<file path="config.mk">
export PLATFORM = sky130hd
export DESIGN_NAME = mem_bus_arbiter
export DESIGN_NICKNAME = d
export VERILOG_FILES = /design/src/rtl/mem_bus_arbiter_pkg.sv /design/src/rtl/mem_bus_arbiter_rr_pick.sv /design/src/rtl/mem_bus_arbiter.sv
export SDC_FILE = /design/constraint.sdc
export NUM_CORES = 1
export LEC_CHECK = 0
export BUFFER_PORTS_ARGS = -buffer_cell sky130_fd_sc_hd__buf_4
export CELL_PAD_IN_SITES_DETAIL_PLACEMENT = 1
export CELL_PAD_IN_SITES_GLOBAL_PLACEMENT = 1
export CORE_MARGIN = 2
export CORE_UTILIZATION = 40
export CTS_BUF_LIST = sky130_fd_sc_hd__clkbuf_8
export CTS_CLUSTER_SIZE = 8
export DETAILED_ROUTE_END_ITERATION = 7
export HOLD_SLACK_MARGIN = 0.06
export PLACE_DENSITY = 0.84
export SLEW_MARGIN = 5
export SYNTH_ARGS = -nofsm -noshare
export SYNTH_HDL_FRONTEND = slang
export SYNTH_SLANG_ARGS = --single-unit
</file>
<file path="constraint.sdc">
create_clock -name clk -period 2.89 [get_ports clk]
set_clock_uncertainty 0.2 [all_clocks]
set_input_delay 0.578 -clock clk [delete_from_list [all_inputs] [get_ports clk]]
set_output_delay 0.578 -clock clk [all_outputs]
set_load 0.01 [all_outputs]
</file>
<file path="src/rtl/mem_bus_arbiter_pkg.sv">
// Shared definitions for the memory bus arbiter: FSM state encoding,
// requester index map and default sizing.
package mem_arb_pkg;

    typedef enum logic [1:0] {
        ST_IDLE    = 2'd0,
        ST_GRANT   = 2'd1,
        ST_BUSY    = 2'd2,
        ST_RELEASE = 2'd3
    } arb_state_t;

    localparam int REQ_ICACHE = 0;
    localparam int REQ_DCACHE = 1;
    localparam int REQ_IO     = 2;
    localparam int REQ_DMA    = 3;

    localparam int DEF_NUM_REQ       = 4;
    localparam int DEF_ID_W          = 2;
    localparam int DEF_GRANT_TIMEOUT = 8;

endpackage

</file>
<file path="src/rtl/mem_bus_arbiter_rr_pick.sv">
// Round-robin picker: returns the first set request found scanning upward
// from rr_ptr, wrapping at NUM_REQ (not at 2**ID_W). Purely combinational.
module rr_pick #(
    parameter int NUM_REQ = 4,
    parameter int ID_W    = 2
) (
    input  logic [NUM_REQ-1:0] req,
    input  logic [ID_W-1:0]    rr_ptr,
    output logic [ID_W-1:0]    sel,
    output logic               valid
);

    // One extra bit so rr_ptr + offset never overflows before the wrap.
    logic [ID_W:0] idx;

    // Scan offsets 0..NUM_REQ-1 from the pointer and keep the first hit.
    always_comb begin
        sel   = '0;
        valid = 1'b0;
        idx   = '0;
        for (int i = 0; i < NUM_REQ; i++) begin
            idx = {1'b0, rr_ptr} + (ID_W+1)'(i);
            if (idx >= (ID_W+1)'(NUM_REQ)) begin
                idx = idx - (ID_W+1)'(NUM_REQ);
            end
            if (!valid && req[idx[ID_W-1:0]]) begin
                valid = 1'b1;
                sel   = idx[ID_W-1:0];
            end
        end
    end

endmodule

</file>
<file path="src/rtl/mem_bus_arbiter.sv">
// Memory bus arbiter: grants the shared interconnect to one requester at a
// time (round-robin), follows the owner's busy handshake, inserts one dead
// turnaround cycle between owners and revokes grants never used.
// Build option: MEM_ARB_DCACHE_PRIO_EN gives the dcache absolute priority in
// IDLE; dcache grants then leave the round-robin pointer untouched.
module mem_bus_arbiter
    import mem_arb_pkg::*;
#(
    parameter int NUM_REQ       = DEF_NUM_REQ,
    parameter int ID_W          = DEF_ID_W,
    parameter int GRANT_TIMEOUT = DEF_GRANT_TIMEOUT
) (
    input  logic               clk,
    input  logic               reset,
    input  logic [NUM_REQ-1:0] req,
    input  logic [NUM_REQ-1:0] busy,
    output logic [NUM_REQ-1:0] grant,
    output logic               bus_busy,
    output logic [ID_W-1:0]    owner_id,
    output logic               timeout_err
);

    localparam int TMR_W = (GRANT_TIMEOUT > 1) ? $clog2(GRANT_TIMEOUT) : 1;
    localparam logic [NUM_REQ-1:0] ONE = {{(NUM_REQ-1){1'b0}}, 1'b1};

    arb_state_t       state;
    logic [ID_W-1:0]  rr_ptr;
    logic [ID_W-1:0]  next_ptr;
    logic [ID_W-1:0]  rr_sel;
    logic [ID_W-1:0]  pick_sel;
    logic             rr_valid;
    logic             pick_valid;
    logic [TMR_W-1:0] timer;

    rr_pick #(
        .NUM_REQ (NUM_REQ),
        .ID_W    (ID_W)
    ) u_rr_pick (
        .req    (req),
        .rr_ptr (rr_ptr),
        .sel    (rr_sel),
        .valid  (rr_valid)
    );

    // Final winner of an IDLE arbitration, with the optional dcache override.
    always_comb begin
        pick_sel   = rr_sel;
        pick_valid = rr_valid;
`ifdef MEM_ARB_DCACHE_PRIO_EN
        if (req[REQ_DCACHE]) begin
            pick_sel   = ID_W'(REQ_DCACHE);
            pick_valid = 1'b1;
        end
`endif
    end

    // Requester following the current owner, wrapping at NUM_REQ.
    always_comb begin
        next_ptr = (int'(owner_id) == NUM_REQ - 1) ? '0 : owner_id + 1'b1;
    end

    // Arbitration FSM with grant timer; every output is a register.
    always_ff @(posedge clk or negedge reset) begin
        if (!reset) begin
            state       <= ST_IDLE;
            grant       <= '0;
            bus_busy    <= 1'b0;
            owner_id    <= '0;
            timeout_err <= 1'b0;
            rr_ptr      <= '0;
            timer       <= '0;
        end else begin
            timeout_err <= 1'b0;
            case (state)
                ST_IDLE: begin
                    if (pick_valid) begin
                        grant    <= ONE << pick_sel;
                        owner_id <= pick_sel;
                        timer    <= '0;
                        state    <= ST_GRANT;
                    end
                end
                ST_GRANT: begin
                    // busy beats withdraw, withdraw beats timeout
                    if (busy[owner_id]) begin
                        bus_busy <= 1'b1;
                        state    <= ST_BUSY;
                    end else if (!req[owner_id]) begin
                        grant <= '0;
                        state <= ST_RELEASE;
                    end else if (timer == TMR_W'(GRANT_TIMEOUT - 1)) begin
                        grant       <= '0;
                        timeout_err <= 1'b1;
                        state       <= ST_RELEASE;
                    end else begin
                        timer <= timer + 1'b1;
                    end
                end
                ST_BUSY: begin
                    if (!busy[owner_id]) begin
                        grant    <= '0;
                        bus_busy <= 1'b0;
                        state    <= ST_RELEASE;
                    end
                end
                ST_RELEASE: begin
`ifdef MEM_ARB_DCACHE_PRIO_EN
                    if (owner_id != ID_W'(REQ_DCACHE)) begin
                        rr_ptr <= next_ptr;
                    end
`else
                    rr_ptr <= next_ptr;
`endif
                    state <= ST_IDLE;
                end
                default: state <= ST_IDLE;
            endcase
        end
    end

endmodule
</file>
==> flow_metrics.tcl, run 1 <==
set metrics [dict create \
    r2r-start "owner_id[0]" \
    clock_latency_ns 0.24 \
    setup_viol 0 \
    start_kind "register" \
    finalWirelength_um 1951 \
    avgRoutedWirePerCell_um 15.24 \
    powerDensity_nw_per_um2 1036 \
    critPathKind "register to register" \
    synth.area.mux_share_pct 18.98 \
    synth.distinct_cells 28 \
    synth_top_family_by_area "multiplexers" \
    p_int_mw 0.7195 \
    hold_viol 0 \
    clk_pin_slew_ns 0.06 \
    antenna_found_initial 0 \
    vias 689 \
    die_w_um 51.52 \
    area_delta_synth_final_pct 24.10 \
    slew_headroom_pct 55.80 \
    drive_gt1_share_pct 33.00 \
    rows 17 \
    dp.cells 123 \
    status "finished, final reports clean" \
    hp-class "register to register" \
    max-cap-violations 0 \
    synth_area_um2 903.4 \
    synthAdderAreaFrac_pct 11.08 \
    p_sw_mw 0.4423 \
    ff2ff_path_depth 5 \
    num_antenna_cells 0 \
    cts.path.max_buffers 2 \
    ys_ff_latch 15 \
    syn_avg_cell_area_um2 11.58 \
    final.period_utilization_pct 83.17 \
    postCtsResizedCells 0 \
    async_flop_share_pct 100.0 \
    syn_nets 96 \
    core_area_um2 2170 \
    synth_warnings 0 \
    worstMarginPinSlew_ns 0.6585 \
    grt_max_degree 16 \
    ff2ff_setup_slack_ns 0.49 \
    grt_pass1_wl_um 3353 \
    grt_pass1_vias 771 \
    timing.final.crit_period_ns 2.404 \
    crit_arrival_ns 2.33 \
    drv_slew 0 \
    whs_path_depth 1 \
    final_cell_mix "buf_4 (17), dfrtp_1 (15), ha_1 (8), inv_1 (6), a21oi_1 (6)" \
    syn_inst 78 \
    hp-start "grant[3]" \
    dr.pass1.iters 4 \
    ctsHoldBuffers 1 \
    post_cts_buffers 0 \
    vias_per_cell 5.383 \
    vdd_drop_max_uv 539.4 \
    synth-edff-count 0 \
    portBuffers 17 \
    p_comb_share_pct 54.2 \
    path_max_fanout 6 \
    start_util_pct 41.64 \
    cts_buffers 3 \
    final_common_cell "buf_4" \
    regToRegEndpoint "state[1]" \
    setup-tns-final_ns 0 \
    root_buffer "clkbuf_8" \
    cts_tree "yes" \
    grt_overflow_total 0 \
    swShare_pct 38.07 \
    dp.final_hpwl_um 1549 \
    ys_seq_area_share_pct 41.55 \
    yosys.area_share.simple_pct 14.68 \
    holdPathEnd "grant[3]" \
    cp.required_ns 2.81 \
    pin_count 18 \
    fp.dieH_um 51.52 \
    rsz0062_at_grt "false" \
    fill_cells 251 \
    fin_cells 128 \
    p_seq_share_pct 32.1 \
    track_usage_pct 16.73 \
    clkPwrFrac_pct 13.7 \
    synthFlopType "dfrtp_1" \
    clock-sinks 15 \
    fmax_ghz 0.4161 \
    die_area_um2 2654 \
    synth_compound_area_share_pct 11.63 \
    drt_iter0_markers 5 \
    fin_nets 119 \
    drtAntennaViolNets 0 \
    drc 0 \
    synthXorXnorAreaFrac_pct 0 \
    gp_congestion 0.7820 \
    h-tree-depth 1 \
    cp-end-kind "register" \
    p_leak_nw 0.5593 \
]
critical path, stage by stage (launching register included):
cell and delay [ns]:
dfrtp_1 0.48, mux4_2 0.60, nor2b_1 0.26, and2_1 0.25, or2_1 0.17, mux2_1 0.33
routing by layer:
layer	wire length [um]	GRT usage [%]
met1	852	20.37
met2	971	29.49
met3	115	3.448
met4	11	5.263
met5	0	0
kinds of logic after synthesis:
logic type      Yosys count
fa+ha+maj                 8
simple gates             21
buf+inv                   5
mux                      12
flops                    15
compound gates           17
worst max path at each step:
stage                startpoint  endpoint  slack (ns)  cells past startpoint
global placement         req[3]  grant[3]        0.38                      6
detailed placement      busy[3]  state[1]        0.38                      6
finish              owner_id[0]  state[1]        0.49                      5
global route        owner_id[0]  state[1]        0.32                      5
CTS                 owner_id[0]  state[1]        0.49                      5
floorplan                req[3]  grant[0]        0.59                      5
layout make-up:
cell class	count	area, um2	area share (%)
tap	28	35.03	3.125
clock inverter	1	3.754	0.3348
clock buffer	3	41.29	3.683
multi-input combinational	58	509.2	45.42
timing repair buffer	18	137.6	12.28
inverter	5	18.77	1.674
sequential	15	375.4	33.48
synthesized netlist by cell type, types with 2 or more instances:
master | count | area share (%)
dfrtp_1 | 15 | 42
ha_1 | 8 | 11
a21oi_1 | 6 | 3.3
inv_1 | 5 | 2.1
mux2_2 | 4 | 5.0
mux2_4 | 4 | 6.6
nand2_1 | 4 | 1.7
o21ai_0 | 4 | 2.2
nand2b_1 | 3 | 2.1
a22o_1 | 2 | 1.9
mux4_2 | 2 | 5.0
nor2_1 | 2 | 0.83
nor2b_1 | 2 | 1.4
nor3b_1 | 2 | 1.7
o21ai_1 | 2 | 1.1
power groups by stage:
stage	Clock [mW]	Sequential, mW	Combinational (mW)
floorplan	0	0.372	0.443
global placement	0	0.370	0.602
detailed placement	0	0.379	0.629
CTS	0.167	0.375	0.636
global route	0.176	0.389	0.692
finish	0.159	0.373	0.629
flip-flops by register name, summed over array words and instances (netlist names):
signal / cells
bus_busy: 1
grant: 4
owner_id: 2
rr_ptr: 2
state: 2
timeout_err: 1
timer: 3
per-stage QoR:
| stage | setup slack [ns] | area (um2) | utilization (%) | hold slack (ns) | power (mW) |
|---|---|---|---|---|---|
| floorplan | 0.5941 | 903.4 | - | 0.08241 | 0.8148 |
| global placement | 0.3760 | 1066 | 49.13 | 0.2427 | 0.9720 |
| detailed placement | 0.3764 | 1066 | 49.13 | 0.2448 | 1.007 |
| CTS | 0.4912 | 1121 | 51.67 | 0.3169 | 1.178 |
| global route | 0.3232 | 1121 | 51.67 | 0.3265 | 1.257 |
| finish | 0.4865 | 1121 | 51.67 | 0.3123 | 1.162 |
No activity file was read; power rests on OpenSTA's default activity.
==> run 2, diff against run 1 <==
--- a/config.mk
+++ b/config.mk
@@ -14,7 +14,7 @@
 export CTS_CLUSTER_SIZE = 8
 export DETAILED_ROUTE_END_ITERATION = 7
 export HOLD_SLACK_MARGIN = 0.06
-export PLACE_DENSITY = 0.84
+export PLACE_DENSITY = 0.87
 export SLEW_MARGIN = 5
 export SYNTH_ARGS = -nofsm -noshare
 export SYNTH_HDL_FRONTEND = slang
==> constraint.sdc (replaced) <==
create_clock -name clk -period 2.2 [get_ports clk]
set_clock_uncertainty 0.2 [all_clocks]
set_input_delay 0.44 -clock clk [delete_from_list [all_inputs] [get_ports clk]]
set_output_delay 0.44 -clock clk [all_outputs]
set_load 0.01 [all_outputs]
==> run 2 against run 1 <==
Effect of this change:
- the run now ends with negative setup slack left
- count of clock-buffer cells in the layout stayed put
- utilization grew 3.4 points
- total power rose by 39%
- critical path depth stayed put
- global-route usage up 3.4 points
- clock power is 39% higher
- first-iteration DRC count rose by 20%
- cell count up 7.0%
- setup slack got worse by 0.52 ns
- flip-flop and latch count stayed put
- critical path type unchanged
==> flow_metrics.tcl, run 2 (synthesis results as in run 1) <==
set metrics [dict create \
    start_kind "register" \
    hold_viol 0 \
    cts_tree "yes" \
    core_area_um2 2170 \
    multiInputGateArea_um2 514.2 \
    cp.depth 5 \
    p_leak_nw 0.6034 \
    grt_overflow_total 0 \
    setup_viol 4 \
    track_usage_pct 20.17 \
    hp-class "register to register" \
    fin_nets 128 \
    clock-sinks 15 \
    cp-end-kind "register" \
    critPathKind "register to register" \
    whs_ns 0.3115 \
    drt_iter0_markers 6 \
    regMostFlops "grant" \
    reg_top3 "grant x4, timer x3" \
    clock_latency_ns 0.25 \
    postLayoutCoreUtil_pct 55.07 \
    num_antenna_cells 0 \
    startpoint "owner_id[0]" \
    clk_pin_slew_ns 0.06 \
    pin_count 18 \
    crit_arrival_ns 2.17 \
    cts.path.max_buffers 2 \
    avgRoutedWirePerCell_um 16.64 \
    cpMaxStageDelayCell "mux4_2" \
    rsz0062_at_grt "true" \
    fmax_ghz 0.4478 \
    root_buffer "clkbuf_8" \
    worstMarginPinSlew_ns 0.4024 \
    drv_slew 0 \
    rows 17 \
    vias 721 \
    portBuffers 17 \
    final_area_um2 1195 \
    grt_pass1_vias 823 \
    start_util_pct 41.64 \
    slew_headroom_pct 72.93 \
    cp.required_ns 2.14 \
    dr.pass1.iters 6 \
    die_w_um 51.52 \
    setup-tns-final_ns -0.1269 \
    regToRegEndpoint "grant[3]" \
    area_delta_synth_final_pct 32.27 \
    gp_congestion 0.8164 \
    antenna_found_initial 0 \
    violations "negative setup slack" \
    ff2ff_path_depth 5 \
    place_area_um2 1127 \
    grt_max_degree 16 \
    final_common_cell "buf_4" \
    drc 0 \
    h-tree-depth 1 \
    path_cells "mux4_2, nor2b_4, o21ai_2, or3b_4, mux2_4" \
    ff2ff_setup_slack_ns -0.03 \
    grt_pass1_wl_um 3850 \
    fp.dieH_um 51.52 \
    vias_per_cell 5.263 \
    fill_cells 246 \
    powerDensity_nw_per_um2 1355 \
    largest_reg_flops 4 \
    drtAntennaViolNets 0 \
    r2r-start "owner_id[0]" \
    slowest_delay_ns 0.52 \
    die_area_um2 2654 \
    critPathTopFamily "multiplexers" \
    path_max_fanout 4 \
    final_cell_mix "buf_4 (26), dfrtp_1 (14), ha_1 (8), inv_1 (6), a21oi_1 (6)" \
    drive_gt1_share_pct 41.28 \
    status "finished, violations left" \
    finalWirelength_um 2280 \
    worst_slack_ns -0.03313 \
    cts_buffers 3 \
    dp.final_hpwl_um 1825 \
    crit_end "grant[3]" \
    vdd_drop_max_uv 806.2 \
    timing.final.crit_period_ns 2.233 \
    final.period_utilization_pct 101.5 \
    max-cap-violations 0 \
    register_area_um2 376.6 \
    path_buf_inv 0 \
]
-- run 2: cell count changes in the layout (fill, tap and decap cells not counted) --
cell     previous run  this run
dfrtp_2             0         1
nand2_1             4         2
dfrtp_1            15        14
nand2_2             0         2
buf_4              17        26
-- run 2: worst min-delay path by stage --
| stage | startpoint | cells past startpoint | slack [ns] | to |
|---|---|---|---|---|
| 2_1_floorplan | reset | 0 | -0.06 | bus_busy |
| 3_3_place_gp | reset | 1 | 0.10 | timer[1] |
| 3_5_place_dp | reset | 1 | 0.11 | timer[1] |
| 4_1_cts | grant[3] | 1 | 0.32 | grant[3] |
| 5_1_grt | grant[1] | 1 | 0.34 | grant[1] |
| 6_report | grant[3] | 1 | 0.31 | grant[3] |
-- run 2: repair_timing --
action / 4_1_cts / 5_1_grt
gates cloned: 0 / 0
setup buffers: 0 / 1
endpoints found under the hold margin: 15 / 0
hold buffers: 1 / 0
endpoints found under the setup margin: 5 / 5
pin swaps: 2 / 0
resized for setup: 2 / 0
-- run 2: metal layers --
layer	vias to the layer above	share of wire [%]	GRT usage (%)
met3	7	4.0	2.874
met1	351	40	23.18
met5	-	0	0
met2	22	53	36.11
met4	0	3.5	10.53
li1	341	-	-
-- run 2: final cells by class --
class | count | area share [%]
flip-flops and latches | 15 | 31.52
clock buffers | 3 | 3.455
multi-input cells | 58 | 43.04
well taps | 28 | 2.932
clock inverters | 1 | 0.3141
repair buffers | 27 | 17.17
inverters | 5 | 1.571
-- run 2: per-stage QoR --
| stage | power (mW) | setup slack, ns | std cells |
|---|---|---|---|
| after floorplan | 1.073 | -0.002624 | 78 |
| after global placement | 1.316 | -0.1297 | 131 |
| final | 1.619 | -0.03313 | 137 |
| after CTS | 1.624 | -0.03949 | 136 |
| after detailed placement | 1.378 | -0.1459 | 131 |
| after global routing | 1.755 | -0.07037 | 137 |
-- run 2: power by group --
group	switching, mW	internal, mW	total (mW)
Sequential	0.104	0.384	0.488
Combinational	0.410	0.500	0.910
Clock	0.0977	0.124	0.221
Total	0.611	1.01	1.62
==> run 3, diff against run 2 <==
--- a/config.mk
+++ b/config.mk
@@ -5,11 +5,12 @@
 export SDC_FILE = /design/constraint.sdc
 export NUM_CORES = 1
 export LEC_CHECK = 0
+export ABC_AREA = 1
 export BUFFER_PORTS_ARGS = -buffer_cell sky130_fd_sc_hd__buf_4
 export CELL_PAD_IN_SITES_DETAIL_PLACEMENT = 1
 export CELL_PAD_IN_SITES_GLOBAL_PLACEMENT = 1
-export CORE_MARGIN = 2
-export CORE_UTILIZATION = 40
+export CORE_ASPECT_RATIO = 2
+export CORE_UTILIZATION = 38
 export CTS_BUF_LIST = sky130_fd_sc_hd__clkbuf_8
 export CTS_CLUSTER_SIZE = 8
 export DETAILED_ROUTE_END_ITERATION = 7
==> run 3 against run 2 <==
Effect of this change:
- largest cell class unchanged
- final area is 20% higher
- utilization is 7.4 points lower
- synthesized area is 36% higher
- largest power group unchanged
- critical endpoint is now grant[1]
- global-route usage is 0.42 points lower
- the flow now finishes without violations
==> flow_metrics.tcl, run 3 <==
set metrics [dict create \
    status "finished, final reports clean" \
    synth.area.mux_share_pct 0 \
    root_buffer "clkbuf_8" \
    fin_nets 205 \
    cts_tree "yes" \
    synthAdderAreaFrac_pct 8.163 \
    num_antenna_cells 0 \
    core_area_um2 3013 \
    grt_pass1_vias 1310 \
    die_area_um2 3472 \
    vias 1136 \
    worst_slack_ns 0.2337 \
    powerDensity_nw_per_um2 1586 \
    synth-edff-count 0 \
    hp-class "register to register" \
    syn_avg_cell_area_um2 7.431 \
    grt_max_degree 16 \
    postCtsResizedCells 0 \
    area_delta_synth_final_pct 17.14 \
    p_leak_nw 0.7957 \
    cp-end-kind "register" \
    drtAntennaViolNets 0 \
    ys_seq_area_share_pct 30.61 \
    hold_viol 0 \
    slowest_delay_ns 0.56 \
    r2r-start "rr_ptr[0]" \
    cts_buffers 3 \
    portBuffers 17 \
    synthXorXnorAreaFrac_pct 0 \
    clk_pin_slew_ns 0.06 \
    largest_reg_flops 4 \
    drc 0 \
    slew_headroom_pct 76.10 \
    crit_arrival_ns 1.90 \
    final_cell_mix "nand2_1 (61), inv_1 (18), buf_4 (17), dfrtp_1 (15)" \
    synthFlopType "dfrtp_1" \
    synth_area_um2 1226 \
    grt_overflow_total 0 \
    yosys.area_share.simple_pct 46.63 \
    max-cap-violations 0 \
    crit_path_frequent_cell "nand2_2" \
    postLayoutCoreUtil_pct 47.67 \
    drv_slew 0 \
    vdd_drop_max_uv 807.4 \
    synth_compound_area_share_pct 7.245 \
    timing.final.crit_period_ns 1.966 \
    dp.final_hpwl_um 2640 \
    fp.dieH_um 82.34 \
    setup-tns-final_ns 0 \
    track_usage_pct 19.75 \
    h-tree-depth 1 \
    synth.distinct_cells 22 \
    reg_top3 "grant x4, timer x3" \
    synth_top_family_by_area "simple AND/OR/NAND/NOR gates" \
    start_kind "register" \
    synth_common_cells "nand2_1 (61), inv_1 (18), dfrtp_1 (15)" \
    startpoint "rr_ptr[0]" \
    power.total_mw 2.277 \
    path_max_fanout 11 \
    whs_path_depth 2 \
    synth_warnings 0 \
    antenna_found_initial 0 \
    drive_gt1_share_pct 29.03 \
    cp.required_ns 2.14 \
    cpMaxStageDelayCell "dfrtp_1" \
    drt_iter0_markers 11 \
    grt_pass1_wl_um 5292 \
    final.period_utilization_pct 89.38 \
    syn_nets 183 \
    gp_congestion 0.8589 \
    async_flop_share_pct 100.0 \
    avgRoutedWirePerCell_um 13.96 \
    ff2ff_path_depth 11 \
    yosys.area.top_type "dfrtp_1" \
    path_cells "inv_2, nand2_1, nand2_2, nand2_2, nand2_4, nor2_8, nand4_1, nand2_2, inv_1, nand3_1, nand2_1" \
    start_util_pct 40.70 \
    ys_ff_latch 15 \
    syn_inst 165 \
    rows 28 \
    regToRegEndpoint "grant[1]" \
    die_w_um 42.17 \
    pre_cts_ws_ns 0.2411 \
    synth_top_cell_area_share_pct 30.61 \
    critPathKind "register to register" \
    cts.path.max_buffers 2 \
    clock-sinks 15 \
    whs_ns 0.2866 \
    pin_count 18 \
    yosys-top-cells-area "dfrtp_1 (31%), nand2_1 (19%), ha_1 (8.2%)" \
    worstMarginPinSlew_ns 0.3586 \
    crit_end "grant[1]" \
    ff2ff_setup_slack_ns 0.23 \
    final_common_cell "nand2_1" \
    clock_latency_ns 0.25 \
    fmax_ghz 0.5086 \
    regMostFlops "grant" \
    rsz0062_at_grt "false" \
    dr.pass1.iters 4 \
    vias_per_cell 5.259 \
    setup_viol 0 \
    synth.most_common_cell "nand2_1" \
    finalWirelength_um 3015 \
]
-- run 3: cell types whose count changed after synthesis, sizes merged, moves of 4 or more --
cell / previous run / this run
a21oi: 6 / 2
inv: 5 / 21
mux2: 9 / 0
nand2: 4 / 76
nand3: 0 / 18
nor2: 2 / 7
o21ai: 7 / 12
-- run 3: worst min path at each step --
stage                         from  endpoint  slack, ns
after floorplan              reset  bus_busy      -0.06
after global placement       reset  grant[0]       0.10
after detailed placement     reset  grant[0]       0.11
after CTS                 grant[0]  grant[0]       0.29
after global routing      grant[0]  grant[0]       0.32
final                     grant[0]  grant[0]       0.29
-- run 3: worst max-delay path: cells and delay by family, from the launching register on --
family / cells / cell delay [ns]
simple gates: 9 / 0.83
flops: 1 / 0.56
buf+inv: 2 / 0.24
-- run 3: area by class of cell --
type,instances,area (um2)
Clock buffer,3,41.29
Clock inverter,1,5.005
Fill cell,388,1577
Inverter,21,78.83
Multi-Input combinational cell,128,760.7
Sequential cell,15,375.4
Tap cell,30,37.54
Timing Repair Buffer,18,137.6
-- run 3: report_power, final --
group          internal [mW]  switching, mW  total (mW)
Combinational          0.542           1.00        1.54
Sequential             0.383          0.126       0.509
Clock                  0.126         0.0994       0.225
-- run 3: what timing repair did --
item	CTS	global route
endpoints found under the setup margin	0	0
buffers inserted	0	0
hold buffers	1	0
hold endpoints to repair	15	0
-- run 3: cell families (layout without fill, tap and decap cells) --
kind of cell / after synthesis / count (layout)
buffers and inverters: 22 / 43
adder cells (fa/ha/maj): 8 / 8
AO/OA/AOI/OAI: 15 / 15
AND/OR/NAND/NOR: 105 / 105
flip-flops: 15 / 15
-- run 3: routing by layer --
layer | up-vias | routed length [um] | GRT usage [%]
li1 | 565 | - | -
met1 | 545 | 1042 | 18.43
met4 | 0 | 104 | 11.56
met5 | - | 0 | 0
met2 | 15 | 1832 | 40.15
met3 | 11 | 35 | 1.304
-- run 3: stage by stage --
| step | instance area (um2) | std cells |
|---|---|---|
| finish | 1436 | 216 |
| global route | 1436 | 216 |
| CTS | 1436 | 216 |
| detailed placement | 1380 | 211 |
| global placement | 1380 | 211 |
| floorplan | 1226 | 165 |
